File: config.mk
export PLATFORM = sky130hd
export DESIGN_NAME = multdiv_unit
export DESIGN_NICKNAME = d
export VERILOG_FILES = /design/src/rtl/multdiv_unit.sv
export SDC_FILE = /design/constraint.sdc
export NUM_CORES = 2
export LEC_CHECK = 0
export CORE_AREA = 2 2 423 425
export CTS_CLUSTER_DIAMETER = 30
export DETAILED_ROUTE_END_ITERATION = 8
export DIE_AREA = 0 0 425 427
export PLACE_DENSITY = 0.45
export SLEW_MARGIN = 20
export SYNTH_ARGS = -nofsm -noshare
export SYNTH_HDL_FRONTEND = slang
export SYNTH_SLANG_ARGS = --single-unit
File: constraint.sdc
create_clock -name clk -period 9 [get_ports clk]
set_input_delay 0.9 -clock clk [delete_from_list [all_inputs] [get_ports clk]]
set_output_delay 0.9 -clock clk [all_outputs]
set_load 0.01 [all_outputs]
File: src/rtl/multdiv_unit.sv
// rtl/multdiv_unit.sv - execute-stage multiply/divide unit producing HI/LO and the mult_ok stall signal
module multdiv_unit #(
  parameter int MULT_CYCLES = 2,
  parameter int DIV_CYCLES  = 32
) (
  input  logic        clk,
  input  logic        reset,
  input  logic        valid,
  input  logic [1:0]  op,
  input  logic [31:0] a,
  input  logic [31:0] b,
  input  logic        flush,
  input  logic        hold,
  output logic        ok,
  output logic        busy,
  output logic [31:0] hi,
  output logic [31:0] lo
);

  typedef enum logic [1:0] {IDLE, MUL, DIV, DONE} stateT;

  stateT       state;
  logic [4:0]  count;
  logic        isSigned;
  logic [31:0] aReg;
  logic [31:0] bReg;
  logic [31:0] rem;
  logic [31:0] quo;
  logic [31:0] divisor;

  // op[0]=0 selects the signed flavour (MULT/DIV)
  logic        startSigned;
  logic [31:0] aMag;
  logic [31:0] bMag;

  logic [63:0] mulA;
  logic [63:0] mulB;
  logic [63:0] product;

  logic [32:0] shifted;
  logic        noBorrow;
  logic [31:0] remSub;
  logic [31:0] newRem;
  logic [31:0] newQuo;
  logic        negQuo;
  logic        negRem;
  logic        divZero;

  assign ok   = (state == IDLE && !valid) || state == DONE;
  assign busy = (state == MUL) || (state == DIV);

  assign startSigned = ~op[0];
  assign aMag = (startSigned && a[31]) ? (32'd0 - a) : a;
  assign bMag = (startSigned && b[31]) ? (32'd0 - b) : b;

  // Sign/zero extension to 64 bits makes the low 64 product bits correct for both flavours
  assign mulA    = {{32{isSigned & aReg[31]}}, aReg};
  assign mulB    = {{32{isSigned & bReg[31]}}, bReg};
  assign product = mulA * mulB;

  // One restoring step: remainder stays below divisor, so the subtraction fits 32 bits
  assign shifted  = {rem, quo[31]};
  assign noBorrow = shifted >= {1'b0, divisor};
  assign remSub   = shifted[31:0] - divisor;
  assign newRem   = noBorrow ? remSub : shifted[31:0];
  assign newQuo   = {quo[30:0], noBorrow};

  assign negQuo  = isSigned & (aReg[31] ^ bReg[31]);
  assign negRem  = isSigned & aReg[31];
  assign divZero = (bReg == 32'd0);

  // Control FSM with operand latching, iteration datapath and HI/LO result registers
  always_ff @(posedge clk or posedge reset) begin
    if (reset) begin
      state    <= IDLE;
      count    <= 5'd0;
      isSigned <= 1'b0;
      aReg     <= 32'd0;
      bReg     <= 32'd0;
      rem      <= 32'd0;
      quo      <= 32'd0;
      divisor  <= 32'd0;
      hi       <= 32'd0;
      lo       <= 32'd0;
    end else if (flush) begin
      state <= IDLE;
      count <= 5'd0;
    end else begin
      case (state)
        IDLE: begin
          if (valid) begin
            isSigned <= startSigned;
            aReg     <= a;
            bReg     <= b;
            if (op[1]) begin
              state   <= DIV;
              count   <= 5'(DIV_CYCLES - 1);
              rem     <= 32'd0;
              quo     <= aMag;
              divisor <= bMag;
            end else begin
              state <= MUL;
              count <= 5'(MULT_CYCLES - 1);
            end
          end
        end
        MUL: begin
          if (count == 5'd0) begin
            hi    <= product[63:32];
            lo    <= product[31:0];
            state <= DONE;
          end else begin
            count <= count - 5'd1;
          end
        end
        DIV: begin
          rem <= newRem;
          quo <= newQuo;
          if (count == 5'd0) begin
            if (divZero) begin
              lo <= 32'hFFFF_FFFF;
              hi <= aReg;
            end else begin
              lo <= negQuo ? (32'd0 - newQuo) : newQuo;
              hi <= negRem ? (32'd0 - newRem) : newRem;
            end
            state <= DONE;
          end else begin
            count <= count - 5'd1;
          end
        end
        DONE: begin
          if (!hold) begin
            state <= IDLE;
          end
        end
        default: state <= IDLE;
      endcase
    end
  end

endmodule
# Word-level counts from Yosys, hierarchy flattened
# Cells that the tools add are included.
# Widths: inputs -> output; s select.
[classes]
mul = 1
bitwise_logic = 6
order_cmp = 1
n_reduce_logical = 19
add_sub_neg = 6
eq_ne = 11
n_mux = 30
[ops]
columns = ["operator", "count"]
rows = [
  ["$mux 32", 15],
  ["$pmux 32 s2", 4],
  ["$sub 1x32->32 const A", 4],
  ["$mul 33x33->64", 1],
  ["$ge 33x32->1", 1],
  ["$logic_not 32->1", 1],
  ["$sub 32x32->32", 1],
  ["$mux 5", 4],
  ["$reduce_and 4->1", 3],
  ["$mux 2", 5],
  ["$pmux 5 s2", 1],
  ["$ne 3x3->1 const B", 3],
  ["$reduce_and 3->1", 3],
  ["$pmux 2 s3", 1],
  ["$logic_not 5->1", 1],
  ["$sub 5x1->5 const B", 1],
  ["$eq 2x2->1 const B", 2],
  ["$ne 2x1->1 const B", 2],
  ["$ne 2x2->1 const B", 2],
  ["$reduce_bool 2->1", 2],
  ["$and 1x1->1", 3],
  ["$logic_and 1x1->1", 3],
  ["$ne 3x1->1 const B", 1],
  ["$reduce_bool 3->1", 1],
  ["other kinds (7)", 9],
]
[word_totals]
reg_bits = 232
out_inout_bits = 66
wordCells = 84

# Longest topological paths before layout
[logic_depth]
word_depth = 7
depth_mapped = 34

# Worst setup path after synthesis
# OpenSTA, ideal clock, no wires.
[synth_timing]
kind = "register to register"
start = "register aReg[31]"
end = "register hi[29]"
path_buffers = 4
path_stages_with_launch = 31
period_less_slack_ns = 8.518
arrival_time_ns = 8.436
setup_ns = 0.082
setup_slack_ns = 0.482
path_cell_list = "dfrtp_1 -> clkbuf_1 -> and2_1 -> clkbuf_1 -> clkbuf_1 -> buf_1 -> nand2_1 -> inv_1 -> fa_1 -> fa_1 -> fa_1 -> fa_1 -> inv_1 -> fa_1 -> inv_1 -> fa_1 -> inv_1 -> fa_1 -> fa_1 -> inv_1 -> ha_1 -> a21oi_1 -> o21bai_1 -> a21oi_1 -> nor2_1 -> a2111oi_0 -> o41ai_1 -> a221oi_1 -> xnor2_1 -> a21oi_1 -> a31oi_1"
[synth_between]
elab_chain_cells = 5
[synth_lines]
columns = ["item", "line", "rtl"]
rows = [
  ["start: declaration", "25", "logic [31:0] aReg;"],
  ["start signal: assignment", "78", "aReg <= 32'd0;"],
  ["start signal: assignment", "93", "aReg <= a;"],
  ["branches (longest 4 deep; another with $mul 33x33->64)", "--", ""],
  ["$pmux 32 s2 *", "89", "case (state)"],
  ["end signal: assignment", "109", "hi <= product[63:32];"],
  ["end signal: assignment", "122", "hi <= aReg;"],
  ["end signal: assignment", "125", "hi <= negRem ? (32'd0 - newRem) : newRem;"],
  ["end: declaration", "16", "output logic [31:0] hi,"],
]
# Mark *: on every way between the ends. The select of a mux whose other input is x is not followed.
# A chain may end at the register's enable or synchronous reset.

# Final worst setup path
[layout_timing]
start = "register aReg[20]"
end = "register hi[31]"
[layout_between]
elab_chain_cells = 3
[layout_lines]
columns = ["item", "line", "rtl"]
rows = [
  ["$mul 33x33->64", "59", "assign product = mulA * mulB;"],
  ["$mux 32", "108", "if (count == 5'd0) begin"],
  ["$pmux 32 s2", "89", ""],
]
# Every way passes these cells. The select of a mux whose other input is x is not followed.

==> out/qor.log <==
[synth] proportion of netlist area held by the largest area contributor 42.60%
[clock_network] Worst-Skew Late Latency 640 ps
[clock_network] number of buffers created by CTS 57
[place] Detail Placement HPWL 144200 um
[synth] Async S/R FF share, synth 100.0%
[grt] total grt overflow 0
[synth] syn_nets 7550
[grt] pin count of the biggest net entering global routing 122
[timing] worst clock skew 28.25 ps
[die] standard-cell row count 155
[timing] fin crit share 96.27%
[synth] number of warning messages in the yosys log 0
[synth] area of the mapped netlist 52910 um2
[die] Die Outline Area 181500 um2
[timing] Max transition margin 35.31%
[worst_setup_path] slowest cell on the critical path sky130_fd_sc_hd__dfrtp_2
[clock_network] clock root buffer sky130_fd_sc_hd__clkbuf_16
[worst_setup_path] Most Frequent Cell on Critical Path sky130_fd_sc_hd__fa_1
[detailed_routing] Routed wire per std cell 20.87 um
[grt] vias in the first global route 44427
[synth] post-synthesis instance total 6098
[clock_network] TritonCTS clock tree built
[finish] proportion of layout cells with a drive suffix above 1 5.511%
[worst_setup_path] Setup CP Type reg -> reg
[synth] sequential area share after synthesis 10.97%
[clock_network] number of hold buffers added after CTS 0
[die] starting density of the core 29.85%
[timing] # setup viols final 0
[die] Core Footprint 177300 um2
[timing] unrepaired setup endpoints after global routing true
[clock_network] CTS resizes 0
[detailed_routing] Initial DRC Count 2427
[flow_run] reported max-cap violation count 0
[timing] worst-margin pin slew 970.4 ps
[worst_setup_path] highest cell delay on the worst timing path 550 ps
[clock_network] clock edge transition at the registers on the reported setup and hold paths 60 ps
[worst_setup_path] Critical Path Sink Type register
[synth] average cell area after synthesis 8.677 um2
[clock_network] post-CTS repair timing setup buffer count 0
[place] GP Congestion 0.8971
[synth] dominant cells by area after synthesis sky130_fd_sc_hd__fa_1 43%, sky130_fd_sc_hd__dfrtp_1 11%, sky130_fd_sc_hd__inv_1 8.5%, sky130_fd_sc_hd__nand2_1 8.0%, sky130_fd_sc_hd__ha_1 6.0%
[min_path] min-delay worst type reg -> reg
[detailed_routing] final antenna-violating net count 0
[grt] number of antenna violations at the first check in global routing 2
[detailed_routing] number of remaining DRC errors 0
[place] number of port buffers 136
[die] die extent in x 425 um
[status] result of the run complete, no violations
[detailed_routing] Routed WL 177100 um
[synth] Synth Register Bits 232
[worst_setup_path] CP Max Fanout 8
[timing] max-slew violation count 0
[clock_network] clock tree sinks 232
[grt] global-route wire length before repair 275700 um
[detailed_routing] detailed-route vias per instance 4.800
[finish] Nets 7540
[die] die span in y 427 um
[finish] relative area change from synthesis to final layout 12.55%
[clock_network] Bufs on Longest Clock Path 3
[worst_setup_path] worst endpoint required time 9520 ps
[timing] final hold viol count 0
[timing] post-layout minimum cycle time 8664 ps
[synth] top cell type by total area after synthesis sky130_fd_sc_hd__fa_1
[detailed_routing] number of vias in the routed layout 40756
[synth] number of enable flip-flop cells after synthesis 0
[detailed_routing] Detailed Routing Iterations Pass 1 5
[timing] Fmax 115.4 MHz
[clock_network] CTS H-tree depth 2
[die] num ports 137
[worst_setup_path] Worst Setup Start Kind register
[timing] aggregate negative setup slack 0 ps
[finish] number of inserted filler cells in the final layout 18692
[synth] Post-synth top flop sky130_fd_sc_hd__dfrtp_1
[synth] number of unique standard cell types used by synthesis 92
[worst_setup_path] endpoint arrival time on the critical path 9180 ps
[grt] Overall Global Routing Usage 19.96%
==> area by class of cell <==
type / count / area [um2] / share of cell area (%)
sequential: 232 / 5821 / 9.774
clock buffer: 65 / 1506 / 2.530
inverter: 1198 / 4504 / 7.563
tap: 2355 / 2947 / 4.948
antenna: 2 / 5.005 / 0.008404
clock inverter: 39 / 519.2 / 0.8719
multi-input combinational: 4297 / 41260 / 69.28
timing repair buffer: 302 / 2990 / 5.021
==> kinds of logic (layout without fill, tap and decap cells) <==
logic type	after synthesis	in the layout	synth area share (%)
buffers and inverters	1569	1604	11.16
XOR/XNOR	204	204	3.377
multiplexers	25	25	0.4777
flip-flops	232	232	10.97
adder cells (fa/ha/maj)	1381	1381	48.63
other	0	2	0
AO/OA/AOI/OAI	730	730	8.494
AND/OR/NAND/NOR	1957	1957	16.88
==> cells in the mapped netlist (17+ instances only) <==
cell	instances
sky130_fd_sc_hd__inv_1	1196
sky130_fd_sc_hd__fa_1	1126
sky130_fd_sc_hd__nand2_1	1123
sky130_fd_sc_hd__and2_1	354
sky130_fd_sc_hd__clkbuf_1	348
sky130_fd_sc_hd__ha_1	255
sky130_fd_sc_hd__o21ai_0	234
sky130_fd_sc_hd__dfrtp_1	232
sky130_fd_sc_hd__a21oi_1	208
sky130_fd_sc_hd__nor2_1	205
sky130_fd_sc_hd__xnor2_1	124
sky130_fd_sc_hd__xor2_1	80
sky130_fd_sc_hd__nor3_1	45
sky130_fd_sc_hd__nor4_1	35
sky130_fd_sc_hd__a21o_1	33
sky130_fd_sc_hd__nand3_1	33
sky130_fd_sc_hd__o22ai_1	29
sky130_fd_sc_hd__o31ai_1	28
sky130_fd_sc_hd__and3_1	27
sky130_fd_sc_hd__a31oi_1	24
sky130_fd_sc_hd__mux2i_1	23
sky130_fd_sc_hd__o211ai_1	22
sky130_fd_sc_hd__nor2b_1	19
sky130_fd_sc_hd__nand2b_1	18
sky130_fd_sc_hd__or3_1	18
sky130_fd_sc_hd__a211oi_1	17
==> cell usage in the layout (no fill, tap or decap), types with 124 or more instances in the layout <==
cell type	Yosys	final
sky130_fd_sc_hd__and2_1	354	354
sky130_fd_sc_hd__fa_1	1126	1126
sky130_fd_sc_hd__dfrtp_1	232	220
sky130_fd_sc_hd__nor2_1	205	203
sky130_fd_sc_hd__buf_4	2	134
sky130_fd_sc_hd__xnor2_1	124	124
sky130_fd_sc_hd__clkdlybuf4s50_1	0	136
sky130_fd_sc_hd__o21ai_0	234	233
sky130_fd_sc_hd__a21oi_1	208	207
sky130_fd_sc_hd__nand2_1	1123	1122
sky130_fd_sc_hd__inv_1	1196	1195
sky130_fd_sc_hd__ha_1	255	254
==> flip-flops by register name, indices dropped and copies added, names as in the netlist <==
name / flops
isSigned: 1
aReg: 32
quo: 32
bReg: 32
count: 5
divisor: 32
state: 2
hi: 32
rem: 32
lo: 32
==> worst paths after layout <==
check	start	to	slack (ps)	cells past startpoint
worst max register to register	aReg[20]$_DFFE_PP0P_	hi[31]$_DFFE_PP0P_	340	30
worst max-delay path	aReg[20]$_DFFE_PP0P_	hi[31]$_DFFE_PP0P_	340	30
max in group asynchronous	reset	rem[27]$_DFFE_PP0P_	6830	3
worst min register to register	hi[14]$_DFFE_PP0P_	hi[14]$_DFFE_PP0P_	470	2
worst min-delay path	hi[14]$_DFFE_PP0P_	hi[14]$_DFFE_PP0P_	470	2
min in group asynchronous	reset	lo[11]$_DFFE_PP0P_	780	2
==> critical path, delay by kind of cell (launching register included) <==
family / cells / cell delay (ps)
AO/OA/AOI/OAI: 9 / 1830
flip-flops: 1 / 550
adder cells (fa/ha/maj): 9 / 4420
AND/OR/NAND/NOR: 4 / 1000
buffers and inverters: 8 / 720
==> per-layer routing <==
| metal | GRT usage (%) | vias to the layer above | routed length (um) |
|---|---|---|---|
| met1 | 25.80 | 21312 | 75230 |
| met2 | 35.12 | 807 | 89590 |
| met5 | 0 | - | 0 |
| li1 | - | 18425 | - |
| met4 | 5.875 | 0 | 6006 |
| met3 | 2.079 | 212 | 6315 |
==> through the flow <==
stage | instance area [um2] | worst slack, ps | hold slack, ps | std cells | utilization, %
after global routing | 59550 | -39.96 | 506.0 | 8489 | 33.60
after CTS | 59500 | 6.009 | 472.0 | 8488 | 33.57
after global placement | 57480 | 101.8 | 462.3 | 8384 | 32.43
final | 59550 | 335.9 | 473.6 | 8490 | 33.60
after floorplan | 52910 | 482.1 | 448.5 | 6098 | -
after detailed placement | 57480 | 78.20 | 460.2 | 8384 | 32.43
Power is left out: the tool's default activity adds up to more than one toggle a clock period on the data nets, which glitch-free logic cannot reach.
